$ cat config.mk
export PLATFORM = sky130hd
export DESIGN_NAME = beverage_vend_ctrl_flat
export DESIGN_NICKNAME = d
export VERILOG_FILES = /design/src/rtl/vend_pkg.sv /design/src/rtl/beverage_vend_ctrl_if.sv /design/src/rtl/vend_timer.sv /design/src/rtl/beverage_vend_ctrl.sv /design/src/flat_wrapper.sv
export SDC_FILE = /design/constraint.sdc
export NUM_CORES = 1
export LEC_CHECK = 0
export BUFFER_PORTS_ARGS = -buffer_cell sky130_fd_sc_hd__buf_4
export CAP_MARGIN = 20
export CORE_MARGIN = 2
export CORE_UTILIZATION = 50
export CTS_BUF_LIST = sky130_fd_sc_hd__clkbuf_16
export DETAILED_ROUTE_END_ITERATION = 16
export PLACE_DENSITY = 0.73
export SLEW_MARGIN = 5
export SYNTH_ARGS = -nofsm -noshare
export SYNTH_HDL_FRONTEND = slang
export SYNTH_SLANG_ARGS = --single-unit
$ cat constraint.sdc
create_clock -name clk -period 3.44 [get_ports clk]
set_input_delay 0.688 -clock clk [delete_from_list [all_inputs] [get_ports clk]]
set_output_delay 0.688 -clock clk [all_outputs]
set_load 0.05 [all_outputs]
$ cat src/rtl/vend_pkg.sv
// Shared types and helpers for the multi-product beverage vending controller.
package vend_pkg;

    typedef enum logic [2:0] {
        POWER_UP = 3'd0,
        IDLE     = 3'd1,
        COLLECT  = 3'd2,
        VEND     = 3'd3,
        RETURN   = 3'd4
    } state_e;

    localparam int unsigned PRICE_LIST_MAX_W = 256;

    // Extracts price idx from a packed list of bal_w-wide entries (entry 0 in the LSBs).
    function automatic logic [31:0] price_of(input logic [PRICE_LIST_MAX_W-1:0] list,
                                             input int unsigned idx,
                                             input int unsigned bal_w);
        logic [PRICE_LIST_MAX_W-1:0] shifted;
        logic [31:0]                 mask;
        shifted = list >> (idx * bal_w);
        mask    = (32'd1 << bal_w) - 32'd1;
        return shifted[31:0] & mask;
    endfunction

endpackage

$ cat src/rtl/beverage_vend_ctrl_if.sv
// Front-end (coin acceptor / keypad) and dispenser signals of the vending controller.
interface beverage_vend_ctrl_if #(
    parameter int unsigned NUM_PRODUCTS = 4,
    parameter int unsigned BAL_W        = 6
);
    localparam int unsigned SEL_W = $clog2(NUM_PRODUCTS);

    logic [1:0]              coin_in;
    logic                    coin_inserted;
    logic [SEL_W-1:0]        select;
    logic                    select_valid;
    logic [NUM_PRODUCTS-1:0] supply_ok;
    logic                    cancel;

    logic                    dispense;
    logic [SEL_W-1:0]        dispense_id;
    logic [BAL_W-1:0]        change;
    logic                    change_valid;
    logic [BAL_W-1:0]        refund;
    logic                    refund_valid;
    logic                    ready;
    logic                    error_no_supply;
    logic                    coin_reject;
    logic [BAL_W-1:0]        balance;

    modport master (
        output coin_in, coin_inserted, select, select_valid, supply_ok, cancel,
        input  dispense, dispense_id, change, change_valid, refund, refund_valid,
               ready, error_no_supply, coin_reject, balance
    );

    modport slave (
        input  coin_in, coin_inserted, select, select_valid, supply_ok, cancel,
        output dispense, dispense_id, change, change_valid, refund, refund_valid,
               ready, error_no_supply, coin_reject, balance
    );

endinterface

$ cat src/rtl/vend_timer.sv
// Loadable down-counter; expire is registered and high whenever the count is zero.
module vend_timer #(
    parameter int unsigned W         = 5,
    parameter int unsigned RESET_VAL = 0
) (
    input  logic         clk,
    input  logic         reset,
    input  logic         load,
    input  logic [W-1:0] load_val,
    output logic         expire
);

    logic [W-1:0] count;

    // Counts down to zero and parks there until the next load.
    always_ff @(posedge clk or posedge reset) begin
        if (reset) begin
            count  <= W'(RESET_VAL);
            expire <= (RESET_VAL == 0);
        end else if (load) begin
            count  <= load_val;
            expire <= (load_val == '0);
        end else if (count != '0) begin
            count  <= count - W'(1);
            expire <= (count == W'(1));
        end
    end

endmodule

$ cat src/rtl/beverage_vend_ctrl.sv
// Multi-product vending controller: saturating coin credit, per-product price and supply,
// change on vend, refund on cancel or inactivity.
module beverage_vend_ctrl
    import vend_pkg::*;
#(
    parameter int unsigned                    NUM_PRODUCTS    = 4,
    parameter int unsigned                    BAL_W           = 6,
    parameter logic [NUM_PRODUCTS*BAL_W-1:0]  PRICE_LIST      = {6'd11, 6'd5, 6'd9, 6'd7},
    parameter int unsigned                    TIMEOUT_CYCLES  = 16,
    parameter int unsigned                    DISPENSE_CYCLES = 3,
    parameter int unsigned                    POWERUP_CYCLES  = 4
) (
    input logic                 clk,
    input logic                 reset,
    beverage_vend_ctrl_if.slave bus
);

    localparam int unsigned SEL_W   = $clog2(NUM_PRODUCTS);
    localparam int unsigned MAX_A   = (TIMEOUT_CYCLES > DISPENSE_CYCLES) ? TIMEOUT_CYCLES : DISPENSE_CYCLES;
    localparam int unsigned MAX_CYC = (MAX_A > POWERUP_CYCLES) ? MAX_A : POWERUP_CYCLES;
    localparam int unsigned TW      = $clog2(MAX_CYC + 1);

    // Timer is loaded with N-1 so expire is seen in the N-th cycle after the load.
    localparam logic [TW-1:0] TO_LOAD   = TW'(TIMEOUT_CYCLES - 1);
    localparam logic [TW-1:0] DISP_LOAD = TW'(DISPENSE_CYCLES - 1);

    state_e           state, state_n;
    logic [BAL_W-1:0] balance_n, change_n, refund_n, price;
    logic [SEL_W-1:0] dispense_id_n;
    logic             dispense_n, change_valid_n, refund_valid_n, error_n, coin_reject_n, ready_n;
    logic             tmr_load, tmr_expire;
    logic [TW-1:0]    tmr_val;
    logic [BAL_W:0]   coin_sum;
    logic             coin_fits, sel_ok, price_ok;

    vend_timer #(
        .W         (TW),
        .RESET_VAL (POWERUP_CYCLES - 1)
    ) u_timer (
        .clk      (clk),
        .reset    (reset),
        .load     (tmr_load),
        .load_val (tmr_val),
        .expire   (tmr_expire)
    );

    assign price    = BAL_W'(price_of(PRICE_LIST_MAX_W'(PRICE_LIST), 32'(bus.select), BAL_W));
    assign coin_sum = {1'b0, bus.balance} + (BAL_W+1)'(bus.coin_in);
    assign coin_fits = ~coin_sum[BAL_W];
    assign sel_ok   = ({1'b0, bus.select} < (SEL_W+1)'(NUM_PRODUCTS)) && bus.supply_ok[bus.select];
    assign price_ok = (bus.balance >= price);

    // Next-state and next-output logic; pulses default low, held values default to current.
    always_comb begin
        state_n        = state;
        balance_n      = bus.balance;
        change_n       = bus.change;
        refund_n       = bus.refund;
        dispense_id_n  = bus.dispense_id;
        dispense_n     = 1'b0;
        change_valid_n = 1'b0;
        refund_valid_n = 1'b0;
        error_n        = 1'b0;
        coin_reject_n  = 1'b0;
        tmr_load       = 1'b0;
        tmr_val        = '0;

        case (state)
            POWER_UP: begin
                coin_reject_n = bus.coin_inserted;
                if (tmr_expire) state_n = IDLE;
            end
            IDLE: begin
                if (bus.coin_inserted && (bus.coin_in != 2'd0)) begin
                    balance_n = BAL_W'(bus.coin_in);
                    tmr_load  = 1'b1;
                    tmr_val   = TO_LOAD;
                    state_n   = COLLECT;
                end
            end
            COLLECT: begin
                if (bus.cancel) begin
                    coin_reject_n  = bus.coin_inserted;
                    refund_n       = bus.balance;
                    refund_valid_n = 1'b1;
                    balance_n      = '0;
                    state_n        = RETURN;
                end else if (bus.select_valid && !sel_ok) begin
                    error_n       = 1'b1;
                    coin_reject_n = bus.coin_inserted;
                end else if (bus.select_valid && price_ok) begin
                    coin_reject_n = bus.coin_inserted;
                    dispense_id_n = bus.select;
                    change_n      = bus.balance - price;
                    dispense_n    = 1'b1;
                    tmr_load      = 1'b1;
                    tmr_val       = DISP_LOAD;
                    state_n       = VEND;
                end else if (bus.coin_inserted && coin_fits) begin
                    balance_n = coin_sum[BAL_W-1:0];
                    tmr_load  = 1'b1;
                    tmr_val   = TO_LOAD;
                end else begin
                    coin_reject_n = bus.coin_inserted;
                    if (tmr_expire) begin
                        refund_n       = bus.balance;
                        refund_valid_n = 1'b1;
                        balance_n      = '0;
                        state_n        = RETURN;
                    end
                end
            end
            VEND: begin
                coin_reject_n = bus.coin_inserted;
                dispense_n    = 1'b1;
                if (tmr_expire) begin
                    dispense_n     = 1'b0;
                    change_valid_n = 1'b1;
                    balance_n      = '0;
                    state_n        = IDLE;
                end
            end
            RETURN: begin
                coin_reject_n = bus.coin_inserted;
                state_n       = IDLE;
            end
            default: state_n = POWER_UP;
        endcase

        ready_n = (state_n == IDLE) || (state_n == COLLECT);
    end

    always_ff @(posedge clk or posedge reset) begin
        if (reset) begin
            state               <= POWER_UP;
            bus.dispense        <= 1'b0;
            bus.dispense_id     <= '0;
            bus.change          <= '0;
            bus.change_valid    <= 1'b0;
            bus.refund          <= '0;
            bus.refund_valid    <= 1'b0;
            bus.ready           <= 1'b0;
            bus.error_no_supply <= 1'b0;
            bus.coin_reject     <= 1'b0;
            bus.balance         <= '0;
        end else begin
            state               <= state_n;
            bus.dispense        <= dispense_n;
            bus.dispense_id     <= dispense_id_n;
            bus.change          <= change_n;
            bus.change_valid    <= change_valid_n;
            bus.refund          <= refund_n;
            bus.refund_valid    <= refund_valid_n;
            bus.ready           <= ready_n;
            bus.error_no_supply <= error_n;
            bus.coin_reject     <= coin_reject_n;
            bus.balance         <= balance_n;
        end
    end

endmodule

$ cat src/flat_wrapper.sv
// flat-port wrapper written by rule: the top's interface ports become plain ports
module beverage_vend_ctrl_flat import vend_pkg::*;
#(
    parameter int unsigned                    NUM_PRODUCTS    = 4,
    parameter int unsigned                    BAL_W           = 6,
    parameter logic [NUM_PRODUCTS*BAL_W-1:0]  PRICE_LIST      = {6'd11, 6'd5, 6'd9, 6'd7},
    parameter int unsigned                    TIMEOUT_CYCLES  = 16,
    parameter int unsigned                    DISPENSE_CYCLES = 3,
    parameter int unsigned                    POWERUP_CYCLES  = 4
)
  (clk, reset, bus_coin_in, bus_coin_inserted, bus_select, bus_select_valid, bus_supply_ok, bus_cancel, bus_dispense, bus_dispense_id, bus_change, bus_change_valid, bus_refund, bus_refund_valid, bus_ready, bus_error_no_supply, bus_coin_reject, bus_balance);
  beverage_vend_ctrl_if #(.NUM_PRODUCTS(NUM_PRODUCTS), .BAL_W(BAL_W)) bus_i ();
  input logic clk;
  input logic reset;
  input wire logic [$bits(bus_i.coin_in)-1:0] bus_coin_in;
  input wire logic [$bits(bus_i.coin_inserted)-1:0] bus_coin_inserted;
  input wire logic [$bits(bus_i.select)-1:0] bus_select;
  input wire logic [$bits(bus_i.select_valid)-1:0] bus_select_valid;
  input wire logic [$bits(bus_i.supply_ok)-1:0] bus_supply_ok;
  input wire logic [$bits(bus_i.cancel)-1:0] bus_cancel;
  output wire logic [$bits(bus_i.dispense)-1:0] bus_dispense;
  output wire logic [$bits(bus_i.dispense_id)-1:0] bus_dispense_id;
  output wire logic [$bits(bus_i.change)-1:0] bus_change;
  output wire logic [$bits(bus_i.change_valid)-1:0] bus_change_valid;
  output wire logic [$bits(bus_i.refund)-1:0] bus_refund;
  output wire logic [$bits(bus_i.refund_valid)-1:0] bus_refund_valid;
  output wire logic [$bits(bus_i.ready)-1:0] bus_ready;
  output wire logic [$bits(bus_i.error_no_supply)-1:0] bus_error_no_supply;
  output wire logic [$bits(bus_i.coin_reject)-1:0] bus_coin_reject;
  output wire logic [$bits(bus_i.balance)-1:0] bus_balance;
  assign bus_i.coin_in = bus_coin_in;
  assign bus_i.coin_inserted = bus_coin_inserted;
  assign bus_i.select = bus_select;
  assign bus_i.select_valid = bus_select_valid;
  assign bus_i.supply_ok = bus_supply_ok;
  assign bus_i.cancel = bus_cancel;
  assign bus_dispense = bus_i.dispense;
  assign bus_dispense_id = bus_i.dispense_id;
  assign bus_change = bus_i.change;
  assign bus_change_valid = bus_i.change_valid;
  assign bus_refund = bus_i.refund;
  assign bus_refund_valid = bus_i.refund_valid;
  assign bus_ready = bus_i.ready;
  assign bus_error_no_supply = bus_i.error_no_supply;
  assign bus_coin_reject = bus_i.coin_reject;
  assign bus_balance = bus_i.balance;
  beverage_vend_ctrl #(.NUM_PRODUCTS(NUM_PRODUCTS), .BAL_W(BAL_W), .PRICE_LIST(PRICE_LIST), .TIMEOUT_CYCLES(TIMEOUT_CYCLES), .DISPENSE_CYCLES(DISPENSE_CYCLES), .POWERUP_CYCLES(POWERUP_CYCLES)) u_core (.clk(clk), .reset(reset), .bus(bus_i));
endmodule
# Yosys cells after proc, flatten, opt, wreduce, memory -nomap -nowiden
# Cells that the tools add are included.
# totals
register_bits	35
inputBits	13
wordCells	112
# op_classes
add_sub_neg	3
mul	1
magnitude_cmp	2
eq_ne	13
n_shift	1
mux	58
bitwise	3
reduce_logical	18
# op_table
cell	n
$mux W6	11
$mux W1	26
$mux W5	5
$shr A22 B5 Y6 const A	1
$mux W3	7
$pmux W6 S3	1
$pmux W3 S4	1
$pmux W5 S2	1
$eq A3 B2 Y1 const B	3
$mux W4	2
$reduce_and A4 Y1	2
$add A6 B2 Y7	1
$eq A3 B1 Y1 const B	2
$ge A6 B6 Y1	1
$ne A2 B2 Y1 const B	3
$ne A3 B3 Y1 const B	2
$pmux W1 S2	3
$reduce_bool A2 Y1	3
$sub A6 B6 Y6	1
$eq A5 B1 Y1 const B	1
$logic_not A5 Y1	1
$reduce_and A5 Y1	1
$reduce_bool A5 Y1	1
$sub A5 B1 Y5 const B	1
other kinds (13)	18

# Longest topological paths before layout
# Gate-level depths: netlist of run 1.
# depth
depth_word	10
depth_mapped	9

# Cells and area by module
# Synthesis of run 1 repeated with hierarchy kept, for this count alone.
# hier_totals
cells_unflattened	229
hier_area_um2	2122.0
# modules_own_cells
module	instances	cells_each	area_each_um2
beverage_vend_ctrl	1	192	1754.2
vend_timer	1	37	367.9

# Least setup slack after synthesis of run 1
# OpenSTA, ideal clock, no wires.
# synth_timing
path_type	register -> register
from	register u_core.bus.balance[1] (netlist name)
to	register u_core.u_timer.count[2]
setup_time_ns	0.147
t_arrival_ns	2.457
path_slack_ns	0.836
stages_incl_launch_ff	8
path_buffers	0
synth_period_minus_slack_ns	2.604
path_cell_list	dfrtp_1 -> inv_1 -> fa_1 -> nor2b_1 -> o21a_1 -> o21ai_0 -> a221oi_1 -> o21ai_0
# synth_between
elab_chain_cells	9
word_cells_on_any_way	17
# synth_lines
item	line	rtl
start, declared	beverage_vend_ctrl_if.sv:35	ready, error_no_supply, coin_reject, balance
start signal, assigned	beverage_vend_ctrl.sv:157	bus.balance <= balance_n;
$add A6 B2 Y7	beverage_vend_ctrl.sv:48	assign coin_sum = {1'b0, bus.balance} + (BAL_W+1)'(bus.coin_in);
$not A1 Y1	beverage_vend_ctrl.sv:49	assign coin_fits = ~coin_sum[BAL_W];
$logic_and A1 B1 Y1	beverage_vend_ctrl.sv:99	end else if (bus.coin_inserted && coin_fits) begin
$mux W4 / $mux W1 (equally long branches)	beverage_vend_ctrl.sv:99	
$mux W5 / $mux W1 (equally long branches)	beverage_vend_ctrl.sv:91	end else if (bus.select_valid && price_ok) begin
$mux W5 / $mux W1 (equally long branches)	beverage_vend_ctrl.sv:88	end else if (bus.select_valid && !sel_ok) begin
$mux W5 / $mux W1 (equally long branches)	beverage_vend_ctrl.sv:82	if (bus.cancel) begin
$pmux W5 S2 / $pmux W1 S2 (equally long branches)	beverage_vend_ctrl.sv:68	case (state)
$mux W5 / $reduce_bool A2 Y1 (equally long branches)	-	
end signal, assigned	vend_timer.sv:18	count <= W'(RESET_VAL);
end signal, assigned	vend_timer.sv:21	count <= load_val;
end signal, assigned	vend_timer.sv:24	count <= count - W'(1);
end, declared	vend_timer.sv:13	logic [W-1:0] count;
# Parallel ways exist; a longest one is shown, timed or not.
# A chain may end at the register's enable or synchronous reset.

# Worst setup path in the final report of run 1
# layout_timing
from	input port bus_select[1]
to	register u_core.u_timer.count[2]
# layout_between
elab_chain_cells	9
word_cells_on_any_way	18
# layout_lines
item	line	rtl
start, declared	flat_wrapper.sv:17	input wire logic [$bits(bus_i.select)-1:0] bus_select;
$mul A2 B2 Y4	vend_pkg.sv:20	shifted = list >> (idx * bal_w);
$shr A22 B5 Y6	vend_pkg.sv:20	
$ge A6 B6 Y1	beverage_vend_ctrl.sv:51	assign price_ok = (bus.balance >= price);
$logic_and A1 B1 Y1	beverage_vend_ctrl.sv:91	
$mux W5 / $mux W1 (equally long branches)	beverage_vend_ctrl.sv:91	
$mux W5 / $mux W1 (equally long branches)	beverage_vend_ctrl.sv:88	
$mux W5 / $mux W1 (equally long branches)	beverage_vend_ctrl.sv:82	
$pmux W5 S2 / $pmux W1 S2 (equally long branches)	beverage_vend_ctrl.sv:68	
$mux W5 / $reduce_bool A2 Y1 (equally long branches)	-	
# Parallel ways exist; a longest one is shown, timed or not. The select of a mux whose other input is x is not followed.

==> impl_metrics.ini, run 1 <==
[logic_synthesis]
synth_top_family_by_area = compound AO/OA/AOI/OAI gates
syn_area_per_cell_um2 = 9.524
muxShareOfSynthArea_pct = 4.340
synth_simple_gate_area_share_pct = 16.72
synth-async-reset-ratio_pct = 100.0
synth_edf_count = 0
ys_ff_latch = 35
yosys.area_share.adder_pct = 7.155
synth_compound_area_share_pct = 22.46
synth_top_area_share_pct = 38.71
yosys_warnings = 0
syn_nets = 248
synthXorXnorAreaFrac_pct = 3.695
synth.most_common_cell = dfrtp_1
synth_top_area_cell = dfrtp_1
synth_cell_types = 53
yosysSeqAreaShare_pct = 41.17
synthCells = 224
synth_ff_type = dfrtp_1
synth_area_um2 = 2133
synth.area.top_cells = dfrtp_1 39%, ha_1 5.3%, nand2_1 3.5%, nor2_1 3.5%, mux2i_1 3.3%
synth_commonest_cells = 33 x dfrtp_1, 20 x nand2_1, 20 x nor2_1

[worst_setup_path]
worst_ep_arrival_time_ps = 2900
cpMaxStageDelayCell = a221oi_1
cp_max_fo = 6
required_ps = 3560
cp_slowest_stage_delay_ps = 640
crit_top_cell = o21ai_0
end_kind = flip-flop
start_kind = input port
cp_cell_sequence = buf_4 > xor2_1 > inv_1 > fa_1 > nor2b_1 > o21a_1 > o21ai_0 > a221oi_1 > o21ai_0
path_class = in -> reg

[timing]
fmax_mhz = 360.8
maxSlewHeadroom_pct = 52.97
hold_viol_final = 0
finClkSkew_ps = 3.162
finalSetupTns_ps = 0
min_period_ps = 2772
timing.final.ws_setup_ps = 668.2
period_share_pct = 80.58
rsz0062_at_grt = no
finalHoldWorstSlack_ps = 476.3
tightest_slew_ps = 705.5
slew_viol_final = 0
setup-violations-final = 0

[grt]
grt_first_pass_wirelength_um = 8887
grt_max_degree = 36
grt_use_total_pct = 23.36
gr-total-overflow = 0
antenna_found_initial = 0
grt_pass1_vias = 1741

[clocking]
cts_made_buffers = 5
cts_setup_buffers = 0
clkTransAtPathRegs_ps = 50
htreeDepth = 2
cts.sinks = 35
clock_latency_ps = 280
cts_tree = yes
cts_root_buf = clkbuf_16
cts_resized = 0
hold_buffers = 0
clk_path_buf_depth = 2

[placed_design]
gp_congestion = 0.8807
post-place-ws_ps = 403.2
dpl.cell_count = 308
hpwlAfterDp_um = 3919
io_buffer_count = 38

[floorplan]
num_rows = 23
die_w_um = 69.32
die_h_um = 69.32
start_util_pct = 52.57
dieArea_um2 = 4805
pin_count = 39
coreArea_um2 = 4058

[route]
ant_nets = 0
drc_errors = 0
avgRoutedWirePerCell_um = 17.09
vias = 1913
dr.pass1.iters = 5
drt_iter0_markers = 144
via_per_inst = 6.054
wl_um = 5400

[power]
power_w = 0.002260
p_leak_nw = 1.236
peakVddDrop_uv = 452.9
powerDensity_nw_per_um2 = 864.6

[final_layout]
stdcell_count = 316
n_antenna_cell = 0
area_growth_pct = 22.52
multiInputGateArea_um2 = 1160
layout.nets = 289
seqCellArea_um2 = 878.3
fill_cells = 353
drive_gt1_share_pct = 22.56

[status]
status = completed

[hold_path]
hp-class = reg -> reg

[run]
drv_cap = 0
## kinds of logic (layout without fill, tap and decap cells)
logic type,Yosys count,after routing
AOI/OAI and AO/OA,63,63
adders and majority gates,11,11
xor gates and xnor gates,9,9
DFF,35,35
muxes,9,9
buffers and inverters,23,65
and+or+nand+nor,74,74
## through the flow
| step | util, % | instance area, µm² |
|---|---|---|
| after floorplan | - | 2133 |
| after global placement | 61.02 | 2476 |
| after detailed placement | 61.02 | 2476 |
| after CTS | 64.42 | 2614 |
| after global routing | 64.42 | 2614 |
| final | 64.42 | 2614 |
## per-layer routing
| metal | up-vias | GRT usage, % | part of all wire (%) |
|---|---|---|---|
| met2 | 79 | 35.68 | 47 |
| met5 | - | 0 | 0 |
| li1 | 902 | - | - |
| met1 | 920 | 32.37 | 43 |
| met3 | 12 | 5.087 | 7.1 |
| met4 | 0 | 9.150 | 2.9 |
## layout make-up
class | instances | area share (%)
multi-input combinational | 166 | 44.38
timing repair buffer | 43 | 12.35
sequential | 35 | 33.60
clock inverter | 3 | 0.4787
inverter | 14 | 2.011
tap | 50 | 2.393
clock buffer | 5 | 4.787
## worst max-delay path, delay by kind of cell
family	cells	cell delay [ps]
AO/OA/AOI/OAI	4	1270
XOR/XNOR	1	190
adder cells (fa/ha/maj)	1	410
buffers and inverters	2	210
AND/OR/NAND/NOR	1	130
## worst paths after layout
| path | from | endpoint | slack (ps) | cells past startpoint |
|---|---|---|---|---|
| setup / recovery | bus_select[1] | u_core.u_timer.count[2] | 670 | 9 |
| min in group asynchronous | reset | u_core.bus.change[3] | 520 | 3 |
| hold reg to reg | u_core.bus.dispense_id[0] | u_core.bus.dispense_id[0] | 480 | 2 |
| setup reg to reg | u_core.bus.balance[0] | u_core.u_timer.count[2] | 690 | 7 |
| max in group asynchronous | reset | u_core.u_timer.count[0] | 2580 | 3 |
| hold / removal | u_core.bus.dispense_id[0] | u_core.bus.dispense_id[0] | 480 | 2 |
## sequential cells by signal, summed over array words and instances (netlist names)
signal,count
u_core.bus.balance,6
u_core.bus.change,6
u_core.bus.refund,6
u_core.u_timer.count,5
u_core.state,3
u_core.bus.dispense_id,2
u_core.bus.change_valid,1
u_core.bus.coin_reject,1
u_core.bus.dispense,1
u_core.bus.error_no_supply,1
u_core.bus.ready,1
u_core.bus.refund_valid,1
u_core.u_timer.expire,1
## cells in the final DEF (no fill, tap or decap), drive strengths merged, types with 2 or more instances in the layout
master,n
a211oi,2
a21o,2
a21oi,9
a22o,2
a31oi,2
and3,3
buf,43
clkbuf,5
clkinv,2
dfrtp,33
dfstp,2
fa,2
ha,9
inv,15
mux2,2
mux2i,7
nand2,20
nand2b,3
nand3,2
nand4,3
nor2,20
nor2b,4
nor3,12
o211ai,6
o21a,2
o21ai,14
o22ai,2
o31ai,4
o41ai,7
or3,2
xnor2,5
xor2,4
## power by group
| group | total [W] | switching, W | internal (W) | leakage, nW |
|---|---|---|---|---|
| logic | 0.00113 | 0.000725 | 0.000401 | 0.700 |
| registers | 0.000713 | 0.000155 | 0.000557 | 0.463 |
| clock network | 0.000421 | 0.000160 | 0.000261 | 0.0724 |
| total | 0.00226 | 0.00104 | 0.00122 | 1.24 |
Note: power is estimated with default switching activity, not from simulation.
==> run 2, diff against run 1 <==
PLACE_DENSITY = 0.76   (was 0.73)
clock period = 2.3 ns   (was 3.44 ns; I/O delays follow)
==> impl_metrics.ini, run 2 (synthesis gave the netlist of run 1 again) <==
[status]
status = completed

[floorplan]
start_util_pct = 52.57
num_rows = 23
pin_count = 39
die_w_um = 69.32
die_h_um = 69.32
dieArea_um2 = 4805
coreArea_um2 = 4058

[route]
dr.pass1.iters = 4
drc_errors = 0
wl_um = 6512
ant_nets = 0
drt_iter0_markers = 87
avgRoutedWirePerCell_um = 18.40
vias = 2103
via_per_inst = 5.941

[final_layout]
layout.nets = 327
fill_cells = 268
area_growth_pct = 46.63
multiInputGateArea_um2 = 1336
reg.largest.list = u_core.bus.balance (6), u_core.bus.change (6), u_core.bus.refund (6)
layout_commonest_cell = buf_4
seqCellArea_um2 = 883.3
drive_gt1_share_pct = 40.79
final_cell_area_um2 = 3128
final_cell_mix = 76 x buf_4, 29 x dfrtp_1, 20 x nand2_1, 19 x nor2_1, 13 x inv_1
finish.utilization_pct = 77.09
n_antenna_cell = 0

[timing]
hold_viol_final = 0
min_period_ps = 2279
rsz0062_at_grt = yes
tightest_slew_ps = 525.1
finalHoldWorstSlack_ps = 223.0
setup-violations-final = 0
maxSlewHeadroom_pct = 64.99
finClkSkew_ps = 3.885
period_share_pct = 99.07
fmax_mhz = 438.8
slew_viol_final = 0
finalSetupTns_ps = 0

[grt]
grt_max_degree = 19
grt_use_total_pct = 26.19
grt_pass1_vias = 2072
antenna_found_initial = 0
gr-total-overflow = 0
grt_first_pass_wirelength_um = 9922

[clocking]
hold_buffers = 0
cts_tree = yes
clkTransAtPathRegs_ps = 60
cts_made_buffers = 5
clk_path_buf_depth = 2
htreeDepth = 2
cts_root_buf = clkbuf_16
cts.sinks = 35
clock_latency_ps = 280

[worst_setup_path]
cpMaxStageDelayCell = dfrtp_2
cp_max_fo = 4
end_kind = flip-flop
path_buf_inv = 2
cp_cell_sequence = inv_1 > fa_1 > nor2b_1 > o21a_2 > buf_4 > o311a_4 > a211o_1 > a22o_1
worst_ep_arrival_time_ps = 2440
path_class = reg -> reg
start_kind = flip-flop
required_ps = 2470
cpLargestDelayFamily = compound AO/OA/AOI/OAI gates
crit_cells = 8
rr_worst_depth = 8
cp_slowest_stage_delay_ps = 440

[placed_design]
hpwlAfterDp_um = 4497
io_buffer_count = 38
place_area_um2 = 2719
gp_congestion = 0.9232

[power]
power_w = 0.003883
powerDensity_nw_per_um2 = 1242
peakVddDrop_uv = 712.8
p_leak_nw = 1.480

[hold_path]
hp-class = in -> async

[run]
drv_cap = 0
run 2: metal layers:
metal | vias to the layer above | global-route usage, % | routed length [µm]
met2 | 98 | 46.69 | 3373
met5 | - | 0 | 0
met1 | 1007 | 30.05 | 2517
met3 | 22 | 5.087 | 399
met4 | 0 | 12.20 | 221
li1 | 976 | - | -
run 2: cell type report:
cell class                 instances  share of cell area [%]
clock buffer                       5                   4.000
timing repair buffer              81                   20.04
multi-input combinational        166                   42.72
tap                               50                   2.000
inverter                          14                   1.760
clock inverter                     3                   1.240
sequential                        35                   28.24
run 2: power by group:
| group | total [W] | switching [W] | internal (W) | leakage [nW] |
|---|---|---|---|---|
| Clock | 0.000764 | 0.000259 | 0.000505 | 0.0812 |
| Sequential | 0.00104 | 0.000198 | 0.000839 | 0.457 |
| Combinational | 0.00208 | 0.00127 | 0.000817 | 0.942 |
run 2: final timing paths:
| path | from | endpoint | slack (ps) |
|---|---|---|---|
| worst max-delay path | u_core.bus.balance[0] | u_core.bus.balance[1] | 20 |
| worst min-delay path | reset | u_core.bus.change[1] | 220 |
| worst max register to register | u_core.bus.balance[0] | u_core.bus.balance[1] | 20 |
| worst min register to register | u_core.bus.dispense_id[0] | u_core.bus.dispense_id[0] | 480 |
| max in group asynchronous | reset | u_core.u_timer.count[1] | 1820 |
| min in group clk | bus_coin_inserted | u_core.bus.coin_reject | 460 |
run 2: metrics by stage:
| stage | instances | worst slack [ps] |
|---|---|---|
| finish | 354 | 21.29 |
| global route | 354 | -44.33 |
| CTS | 346 | 10.94 |
| detailed placement | 338 | -273.8 |
| global placement | 338 | -218.1 |
| floorplan | 224 | -64.00 |
run 2: what timing repair did:
action	CTS	global route
buffers inserted	0	8
resized for setup	2	30
endpoints found under the setup margin	4	21
pin swaps	1	13
run 2: worst min-delay path, cell delays in order:
cell,delay (ps)
buf_4,110
inv_1,60
buf_4,250
